## config.mk

```make
export PLATFORM = sky130hd
export DESIGN_NAME = output_port_uart_tx
export DESIGN_NICKNAME = d
export VERILOG_FILES = /design/src/rtl/output_port_uart_tx_pkg.sv /design/src/rtl/output_port_uart_tx_sync_fifo.sv /design/src/rtl/output_port_uart_tx.sv
export SDC_FILE = /design/constraint.sdc
export NUM_CORES = 1
export LEC_CHECK = 0
export BUFFER_PORTS_ARGS = -buffer_cell sky130_fd_sc_hd__buf_2
export CAP_MARGIN = 10
export CELL_PAD_IN_SITES_DETAIL_PLACEMENT = 2
export CELL_PAD_IN_SITES_GLOBAL_PLACEMENT = 2
export CORE_ASPECT_RATIO = 1.1
export CORE_MARGIN = 2
export CORE_UTILIZATION = 40
export DETAILED_ROUTE_END_ITERATION = 10
export GPL_ROUTABILITY_DRIVEN = 0
export PLACE_DENSITY = 0.71
export SLEW_MARGIN = 30
export SYNTH_ARGS = -nofsm -noshare
export SYNTH_HDL_FRONTEND = slang
export SYNTH_SLANG_ARGS = --single-unit
export TNS_END_PERCENT = 50
```

## constraint.sdc

```tcl
create_clock -name Clk -period 2.4 [get_ports Clk]
set_input_delay 0.24 -clock Clk [delete_from_list [all_inputs] [get_ports Clk]]
set_output_delay 0.24 -clock Clk [all_outputs]
set_load 0.05 [all_outputs]
```

## src/rtl/output_port_uart_tx_pkg.sv

```systemverilog
// Shared constants for the CPU output-port UART transmitter.
// Hex-text mode constants and helper exist only when OUTPUT_PORT_HEX_EN is defined.
package output_port_uart_tx_pkg;

    typedef enum logic [1:0] {
        ST_IDLE  = 2'd0,
        ST_START = 2'd1,
        ST_DATA  = 2'd2,
        ST_STOP  = 2'd3
    } tx_state_e;

    localparam int UART_DATA_BITS = 8;
    localparam int UART_STOP_BITS = 1;

`ifdef OUTPUT_PORT_HEX_EN
    localparam logic [7:0] ASCII_CR      = 8'h0D;
    localparam logic [7:0] ASCII_LF      = 8'h0A;
    localparam logic [7:0] ASCII_ZERO    = 8'h30;
    localparam logic [7:0] ASCII_UPPER_A = 8'h41;

    // Four hex digits followed by CR LF.
    localparam int BYTES_PER_WORD = 6;

    function automatic logic [7:0] hex_to_ascii(input logic [3:0] nib);
        if (nib < 4'd10) begin
            return ASCII_ZERO + {4'h0, nib};
        end
        return ASCII_UPPER_A + ({4'h0, nib} - 8'd10);
    endfunction
`else
    localparam int BYTES_PER_WORD = 2;
`endif

endpackage

```

## src/rtl/output_port_uart_tx_sync_fifo.sv

```systemverilog
// Small synchronous FIFO; a push into a full FIFO is accepted only when a pop
// happens on the same edge, otherwise it is dropped and flagged.
module output_port_uart_tx_sync_fifo #(
    parameter int DataWidth     = 16,
    parameter int FifoAddrWidth = 2
) (
    input  logic                 Clk,
    input  logic                 Reset,
    input  logic                 push,
    input  logic                 pop,
    input  logic [DataWidth-1:0] din,
    output logic [DataWidth-1:0] dout,
    output logic                 full,
    output logic                 empty,
    output logic                 drop
);

    localparam int Depth = 1 << FifoAddrWidth;

    logic [DataWidth-1:0]     mem_q [Depth];
    logic [FifoAddrWidth-1:0] wr_ptr_q, wr_ptr_d;
    logic [FifoAddrWidth-1:0] rd_ptr_q, rd_ptr_d;
    logic [FifoAddrWidth:0]   count_q, count_d;
    logic                     push_ok;
    logic                     pop_ok;

    assign full    = (count_q == (FifoAddrWidth + 1)'(Depth));
    assign empty   = (count_q == '0);
    assign pop_ok  = pop && !empty;
    assign push_ok = push && (!full || pop_ok);
    assign drop    = push && !push_ok;
    assign dout    = mem_q[rd_ptr_q];

    always_comb begin
        wr_ptr_d = wr_ptr_q;
        rd_ptr_d = rd_ptr_q;
        count_d  = count_q;
        if (push_ok) begin
            wr_ptr_d = wr_ptr_q + 1'b1;
        end
        if (pop_ok) begin
            rd_ptr_d = rd_ptr_q + 1'b1;
        end
        case ({push_ok, pop_ok})
            2'b10:   count_d = count_q + 1'b1;
            2'b01:   count_d = count_q - 1'b1;
            default: count_d = count_q;
        endcase
    end

    always_ff @(posedge Clk) begin
        if (Reset) begin
            wr_ptr_q <= '0;
            rd_ptr_q <= '0;
            count_q  <= '0;
        end else begin
            wr_ptr_q <= wr_ptr_d;
            rd_ptr_q <= rd_ptr_d;
            count_q  <= count_d;
        end
    end

    // Storage carries no reset so it maps onto RAM; pointers alone define validity.
    always_ff @(posedge Clk) begin
        if (push_ok) begin
            mem_q[wr_ptr_q] <= din;
        end
    end

endmodule

```

## src/rtl/output_port_uart_tx.sv

```systemverilog
// Captures CPU output-port words into a FIFO and sends them 8N1 on Tx, high byte first.
// Define OUTPUT_PORT_HEX_EN to send each word as four ASCII hex digits plus CR LF.
module output_port_uart_tx
    import output_port_uart_tx_pkg::*;
#(
    parameter int DataWidth     = 16,
    parameter int ClkPerBit     = 104,
    parameter int FifoAddrWidth = 2
) (
    input  logic                 Clk,
    input  logic                 Reset,
    input  logic                 OUT_Ld,
    input  logic [DataWidth-1:0] DIn,
    output logic                 Tx,
    output logic                 Busy,
    output logic                 Full,
    output logic                 Empty,
    output logic                 Overflow
);

    localparam int BaudWidth = $clog2(ClkPerBit);

    tx_state_e              state_q, state_d;
    logic [BaudWidth-1:0]   baud_q, baud_d;
    logic [2:0]             bit_q, bit_d;
    logic [2:0]             byte_q, byte_d;
    logic [DataWidth-1:0]   word_q, word_d;
    logic                   tx_q, tx_d;
    logic                   overflow_q, overflow_d;

    logic [DataWidth-1:0]   fifo_dout;
    logic                   fifo_full;
    logic                   fifo_empty;
    logic                   fifo_drop;
    logic                   pop;
    logic                   baud_end;
    logic [7:0]             cur_byte;

    output_port_uart_tx_sync_fifo #(
        .DataWidth     (DataWidth),
        .FifoAddrWidth (FifoAddrWidth)
    ) u_fifo (
        .Clk   (Clk),
        .Reset (Reset),
        .push  (OUT_Ld),
        .pop   (pop),
        .din   (DIn),
        .dout  (fifo_dout),
        .full  (fifo_full),
        .empty (fifo_empty),
        .drop  (fifo_drop)
    );

    assign pop      = (state_q == ST_IDLE) && !fifo_empty;
    assign baud_end = (baud_q == BaudWidth'(ClkPerBit - 1));

`ifdef OUTPUT_PORT_HEX_EN
    always_comb begin
        case (byte_q)
            3'd0:    cur_byte = hex_to_ascii(word_q[15:12]);
            3'd1:    cur_byte = hex_to_ascii(word_q[11:8]);
            3'd2:    cur_byte = hex_to_ascii(word_q[7:4]);
            3'd3:    cur_byte = hex_to_ascii(word_q[3:0]);
            3'd4:    cur_byte = ASCII_CR;
            default: cur_byte = ASCII_LF;
        endcase
    end
`else
    assign cur_byte = (byte_q == 3'd0) ? word_q[15:8] : word_q[7:0];
`endif

    always_comb begin
        state_d    = state_q;
        baud_d     = baud_q;
        bit_d      = bit_q;
        byte_d     = byte_q;
        word_d     = word_q;
        tx_d       = 1'b1;
        overflow_d = overflow_q | fifo_drop;

        // Tx is registered from the current state, so the line trails the FSM by one cycle.
        case (state_q)
            ST_IDLE: begin
                if (pop) begin
                    word_d  = fifo_dout;
                    byte_d  = 3'd0;
                    bit_d   = 3'd0;
                    baud_d  = '0;
                    state_d = ST_START;
                end
            end
            ST_START: begin
                tx_d   = 1'b0;
                baud_d = baud_q + BaudWidth'(1);
                if (baud_end) begin
                    baud_d  = '0;
                    bit_d   = 3'd0;
                    state_d = ST_DATA;
                end
            end
            ST_DATA: begin
                tx_d   = cur_byte[bit_q];
                baud_d = baud_q + BaudWidth'(1);
                if (baud_end) begin
                    baud_d = '0;
                    if (bit_q == 3'(UART_DATA_BITS - 1)) begin
                        bit_d   = 3'd0;
                        state_d = ST_STOP;
                    end else begin
                        bit_d = bit_q + 3'd1;
                    end
                end
            end
            ST_STOP: begin
                baud_d = baud_q + BaudWidth'(1);
                if (baud_end) begin
                    baud_d = '0;
                    if (bit_q == 3'(UART_STOP_BITS - 1)) begin
                        bit_d = 3'd0;
                        if (byte_q == 3'(BYTES_PER_WORD - 1)) begin
                            state_d = ST_IDLE;
                        end else begin
                            byte_d  = byte_q + 3'd1;
                            state_d = ST_START;
                        end
                    end else begin
                        bit_d = bit_q + 3'd1;
                    end
                end
            end
            default: state_d = ST_IDLE;
        endcase
    end

    always_ff @(posedge Clk) begin
        if (Reset) begin
            state_q    <= ST_IDLE;
            baud_q     <= '0;
            bit_q      <= '0;
            byte_q     <= '0;
            word_q     <= '0;
            tx_q       <= 1'b1;
            overflow_q <= 1'b0;
        end else begin
            state_q    <= state_d;
            baud_q     <= baud_d;
            bit_q      <= bit_d;
            byte_q     <= byte_d;
            word_q     <= word_d;
            tx_q       <= tx_d;
            overflow_q <= overflow_d;
        end
    end

    assign Tx       = tx_q;
    assign Busy     = !fifo_empty || (state_q != ST_IDLE);
    assign Full     = fifo_full;
    assign Empty    = fifo_empty;
    assign Overflow = overflow_q;

endmodule

```

; ---- After elaboration in Yosys (flattened, before gate mapping)
; Memory sizes are Yosys's and may differ from the RTL's. A register that Yosys moved wholly into a read port is not among the register bits.
; Index checks and enable logic that the tools add are counted.
[classes]
addsub = 7
order_cmp = 1
n_eq_ne = 16
muxes = 29
bitwise_logic = 1
n_reduce_logical = 21
[op_table]
columns = operator, n
row1 = $mux 3, 9
row2 = $mux 7, 2
row3 = $pmux 7 s2, 1
row4 = $mux 2, 6
row5 = $ne 2x2->1 const B, 6
row6 = $pmux 3 s2, 2
row7 = $pmux 3 s4, 1
row8 = $add 3x1->3 const B, 3
row9 = $logic_not 3->1, 3
row10 = $mux 8, 1
row11 = $pmux 2 s4, 1
row12 = $add 7x1->7 const B, 1
row13 = $eq 7x7->1 const B, 1
row14 = $eq 2x2->1 const B, 3
row15 = $eq 3x3->1 const B, 2
row16 = $reduce_and 6->1, 1
row17 = $reduce_bool 2->1, 3
row18 = $reduce_and 5->1, 1
row19 = $add 2x1->2 const B, 2
row20 = $eq 2x1->1 const B, 2
row21 = $logic_and 1x1->1, 4
row22 = $lt 3x4->1 const B, 1
row23 = $mux 1, 4
row24 = $reduce_and 4->1, 1
row25 = 11 further kinds, 14
[totals]
register_bits = 24
mem_bits_rw = 64
out_inout_bits = 5
wordCells = 85
memories = 1
[mem_list]
columns = memory, depth, width, read_ports, rd_clocked_by_memory_dff, wr, line_no
row1 = u_fifo.mem_q, 4, 16, 1, 1, 1, output_port_uart_tx_sync_fifo.sv:20  ; logic [DataWidth-1:0] mem_q [Depth];

; ---- Depth between registers and ports, before layout
[logic_depth]
word_depth = 9
ltp_mapped = 9
mapped_depth_nobuf = 9

; ---- Modules after synthesis
; From an unflattened synthesis, not the netlist that was laid out.
[unflattened]
cells_unflattened = 343
hier_area_um2 = 4628.2
[by_module_without_submodules]
columns = mod, instances, cells_per_inst, area_each_um2
row1 = output_port_uart_tx_sync_fifo, 1, 139, 2826.5
row2 = output_port_uart_tx, 1, 204, 1801.7

; ---- Worst setup path after synthesis
; Ideal clock, no wire load.
[synth_path]
kind = register -> register
startpoint = reg state_q[0]
endpoint = mem u_fifo.mem_q[0][0] (enable)
arrival_ps = 1572
required_ps = 2026
path_slack_ps = 454
stages_incl_launch_ff = 7
n_path_buf = 1
period_less_slack_ps = 1946
path_cell_list = dfxtp_1 inv_1 ha_1 nor4b_1 nor2b_1 clkbuf_1 and2_1
[synth_between]
elab_chain_cells = 7
[synth_lines]
columns = element, line_no
row1 = from (decl), output_port_uart_tx.sv:23  ; tx_state_e state_q, state_d;
row2 = from (signal assigned), output_port_uart_tx.sv:145  ; state_q <= state_d;
row3 = $logic_not 2->1, output_port_uart_tx.sv:54  ; assign pop = (state_q == ST_IDLE) && !fifo_empty;
row4 = $logic_and 1x1->1, output_port_uart_tx.sv:54
row5 = $logic_and 1x1->1, output_port_uart_tx_sync_fifo.sv:29  ; assign pop_ok = pop && !empty;
row6 = $logic_or 1x1->1, output_port_uart_tx_sync_fifo.sv:30  ; assign push_ok = push && (!full || pop_ok);
row7 = $logic_and 1x1->1, output_port_uart_tx_sync_fifo.sv:30
row8 = $mux 1, output_port_uart_tx_sync_fifo.sv:65  ; if (push_ok) begin
row9 = $mux 1 (not written as such), output_port_uart_tx_sync_fifo.sv:66  ; mem_q[wr_ptr_q] <= din;
row10 = to (decl), output_port_uart_tx_sync_fifo.sv:20
; Every way passes these cells.

; ---- Worst setup path after layout
[layout_path]
startpoint = reg state_q[0]
endpoint = out Busy
[layout_between]
elab_chain_cells = 2
[layout_lines]
columns = element, line_no
row1 = $reduce_bool 2->1, output_port_uart_tx.sv:156  ; assign Busy = !fifo_empty || (state_q != ST_IDLE);
row2 = $logic_or 1x1->1, output_port_uart_tx.sv:156
row3 = to (decl), output_port_uart_tx.sv:15  ; output logic Busy,
; Every way passes these cells.

==> summary.md <==
| Metric | Value |
|---|---|
| Post-synth EDFFs | 64 |
| Adder-Cell Fraction of Synth Area | 0.0493 |
| Syn Area/Cell | 13.3 sq um |
| PD cells | 1130 nW/um^2 |
| Clock Path Buffers | 2 |
| Gr usage total | 0.163 |
| Actual slew at the worst max-slew pin | 608 ps |
| Startpoint types | flop |
| Top_reg_cell synth | edfxtp_1 |
| Fmax | 447 MHz |
| CTS Hold Bufs | 0 |
| Crit path max fanout | 12 |
| Cts bufs inserted | 9 |
| Net Sw Power | 1980 uW |
| Initial Util | 0.409 |
| Simple-gate share of the synthesized area | 0.116 |
| Initial antenna violation count | 0 |
| Top Ports | 24 |
| Max_cap viols | 0 |
| FF+latch count, synth | 104 |
| Total setup buffers inserted after CTS | 0 |
| Horiz. Die Dim | 105 microns |
| Cell Area, Synth | 4470 sq um |
| Post-DP HPWL | 6350 microns |
| Row count | 40 |
| Place WS | 209 ps |
| Fin. Hold Viols | 0 |
| Clock slew at reported path FFs | 70 ps |
| Part of the power in registers | 0.414 |
| Crit path largest cell delay | 570 ps |
| Sw frac | 0.349 |
| Yosys warns | 0 |
| Nets@finish | 399 |
| Syn Inst Count | 335 |
| Outcome | completed |
| Final Max Slew Viols | 0 |
| Cells resized by post-CTS repair | 0 |
| Fin cells | 515 |
| Placed Instances | 499 |
| DR WL/cell | 17.3 microns |
| DRT Wirelength | 8900 microns |
| CTS tree | built |
| Synth cell types | 55 |
| Hold Slack | 98.1 ps |
| Filler instances | 1123 |
| Global-route wire length before repair | 14900 microns |
| Die ar. | 12000 sq um |
| Internal | 3690 uW |
| Leak pwr | 0.00177 uW |
| Reg-to-reg startpoint | state_q[0] |
| Die Span Y | 115 microns |
| Vias in the first global route | 2885 |
| Final core utilization | 0.460 |
| H-tree levels | 3 |
| Setup TNS Final | 0 ps |
| DR iter-0 viols | 68 |
| Synth Net Count | 371 |
| Ys async rst share | 0 |
| Commonest non-fill, non-tap cells in the layout | edfxtp_1, nand2_1, dfxtp_1 |
| Worst Hold Launch | DIn[8] |
| Worst Path Required | 2160 ps |
| XOR/XNOR share of the synthesized area | 0.0196 |
| Core area | 10900 sq um |
| Antenna diodes | 0 |
| Proportion of synthesized area in mux cells | 0.109 |
| Minimum clock period | 2240 ps |
| Setup crit start | state_q[0] |
| Slew headroom | 0.594 |
| Worst Skew | 4.87 ps |
| Drc violations | 0 |
| Number of port buffers | 23 |
| Combinational cell fraction of total power | 0.348 |
| Final period utilization | 0.933 |
| Largest family of logic cells by synthesized area | simple AND/OR/NAND/NOR gates |
| Leading cell type in the layout, fill and taps excluded | edfxtp_1 |
| Seq/Total Area, Yosys | 0.610 |
| RSZ-0062 raised after global routing | false |
| Worst-skew pair later-pin latency | 350 ps |
| Largest net degree at the start of global routing | 21 |
| Detailed Routing Iterations Pass 1 | 4 |
| Clock Power Share | 0.238 |
| Maximum vdd drop | 0.490 mV |
| Synth Area in Compound Gates | 0.0628 |
| Clock tree root driver cell | clkbuf_16 |
| Via density per instance | 5.05 |
| Grt total ovfl | 0 |
| DR vias | 2601 |
| Slowest cell on crit path | or4b_4 |
| Final setup vio count | 0 |
| Data arrival, critical path | 2000 ps |
| Min-delay worst type | primary input to flop |
| Routed Antenna Nets | 0 |
| Area growth syn-to-layout | 12.4% |
| WS Path Type | flop to primary output |
| Worst setup EP type | primary output |
| Clock sinks | 104 |
| Setup WS post-layout | 161 ps |
| Share of cells above drive strength 1 | 0.217 |
| CP cell instances | inv_1, ha_1, buf_4, or4b_4, buf_2 |
==> critical path, delay by kind of cell (launching register included) <==
| kind | cells | cell delay, ps |
|---|---|---|
| and+or+nand+nor | 1 | 570 |
| buffers and inverters | 3 | 540 |
| DFF | 1 | 330 |
| adders and majority gates | 1 | 200 |
==> state kept, by name, summed over array words and instances (netlist names) <==
register,flops
Overflow,1
Tx,1
baud_q,7
bit_q,3
byte_q,3
state_q,2
u_fifo.count_q,3
u_fifo.mem_q,64
u_fifo.rd_ptr_q,2
u_fifo.wr_ptr_q,2
word_q,16
==> final cells by class <==
class / instances / area, sq um / share of cell area
flip-flops and latches: 104 / 2720 / 0.542
inverters: 11 / 41.3 / 0.00823
clock inverters: 7 / 47.5 / 0.00947
multi-input cells: 202 / 1590 / 0.318
well taps: 147 / 184 / 0.0366
clock buffers: 9 / 225 / 0.0449
repair buffers: 35 / 205 / 0.0409
==> layer usage <==
layer | vias up | GRT usage | share of wire
met4 | 0 | 0.0827 | 0.021
li1 | 1267 | - | -
met3 | 10 | 0.0329 | 0.026
met1 | 1298 | 0.187 | 0.42
met2 | 26 | 0.293 | 0.53
met5 | - | 0 | 0
==> stage by stage <==
step,instance area [sq um],power (uW)
6_report,5020,5660
4_1_cts,5020,5790
3_5_place_dp,4750,4420
2_1_floorplan,4470,3910
5_1_grt,5020,6080
3_3_place_gp,4750,4340
==> power groups by stage <==
stage	registers [uW]	logic, uW	clock network (uW)
final	2350	1970	1350
after global routing	2390	2230	1460
after CTS	2360	2030	1400
after detailed placement	2400	2020	0
after global placement	2380	1960	0
after floorplan	2310	1600	0
==> cells in the mapped netlist (2+ instances only) <==
library cell	count	area [sq um]
buf_2	2	10.0
edfxtp_1	64	1920
nand2b_1	3	18.8
o21ai_0	4	20.0
xnor2_1	8	70.1
clkbuf_2	2	10.0
ha_1	16	200
or3b_2	2	17.5
buf_6	2	22.5
clkbuf_1	9	33.8
nor3_1	4	20.0
nor4b_1	2	17.5
inv_1	10	37.5
clkbuf_8	2	27.5
a21oi_1	25	125
and2_1	4	25.0
and3_1	3	18.8
and4_1	2	17.5
nand2_1	45	169
and2b_2	2	17.5
nor2_1	25	93.8
nor3b_1	2	15.0
mux4_2	18	405
nor2b_1	3	18.8
dfxtp_1	40	801
xor2_1	2	17.5
mux2i_1	6	60.1
==> logic make-up after synthesis <==
kind of cell	after synthesis
fa+ha+maj	17
buf+inv	29
simple gates	105
compound gates	44
flops	104
mux	26
xor+xnor	10
==> path summary, 6_finish.rpt <==
check | end | slack (ps) | depth (start not counted)
max | Busy | 160 | 5
min | u_fifo.mem_q[3][8] | 100 | 1
max reg2reg | u_fifo.mem_q[3][2] | 240 | 7
min reg2reg | word_q[12] | 460 | 2
Power figures use the tool's default switching activity.
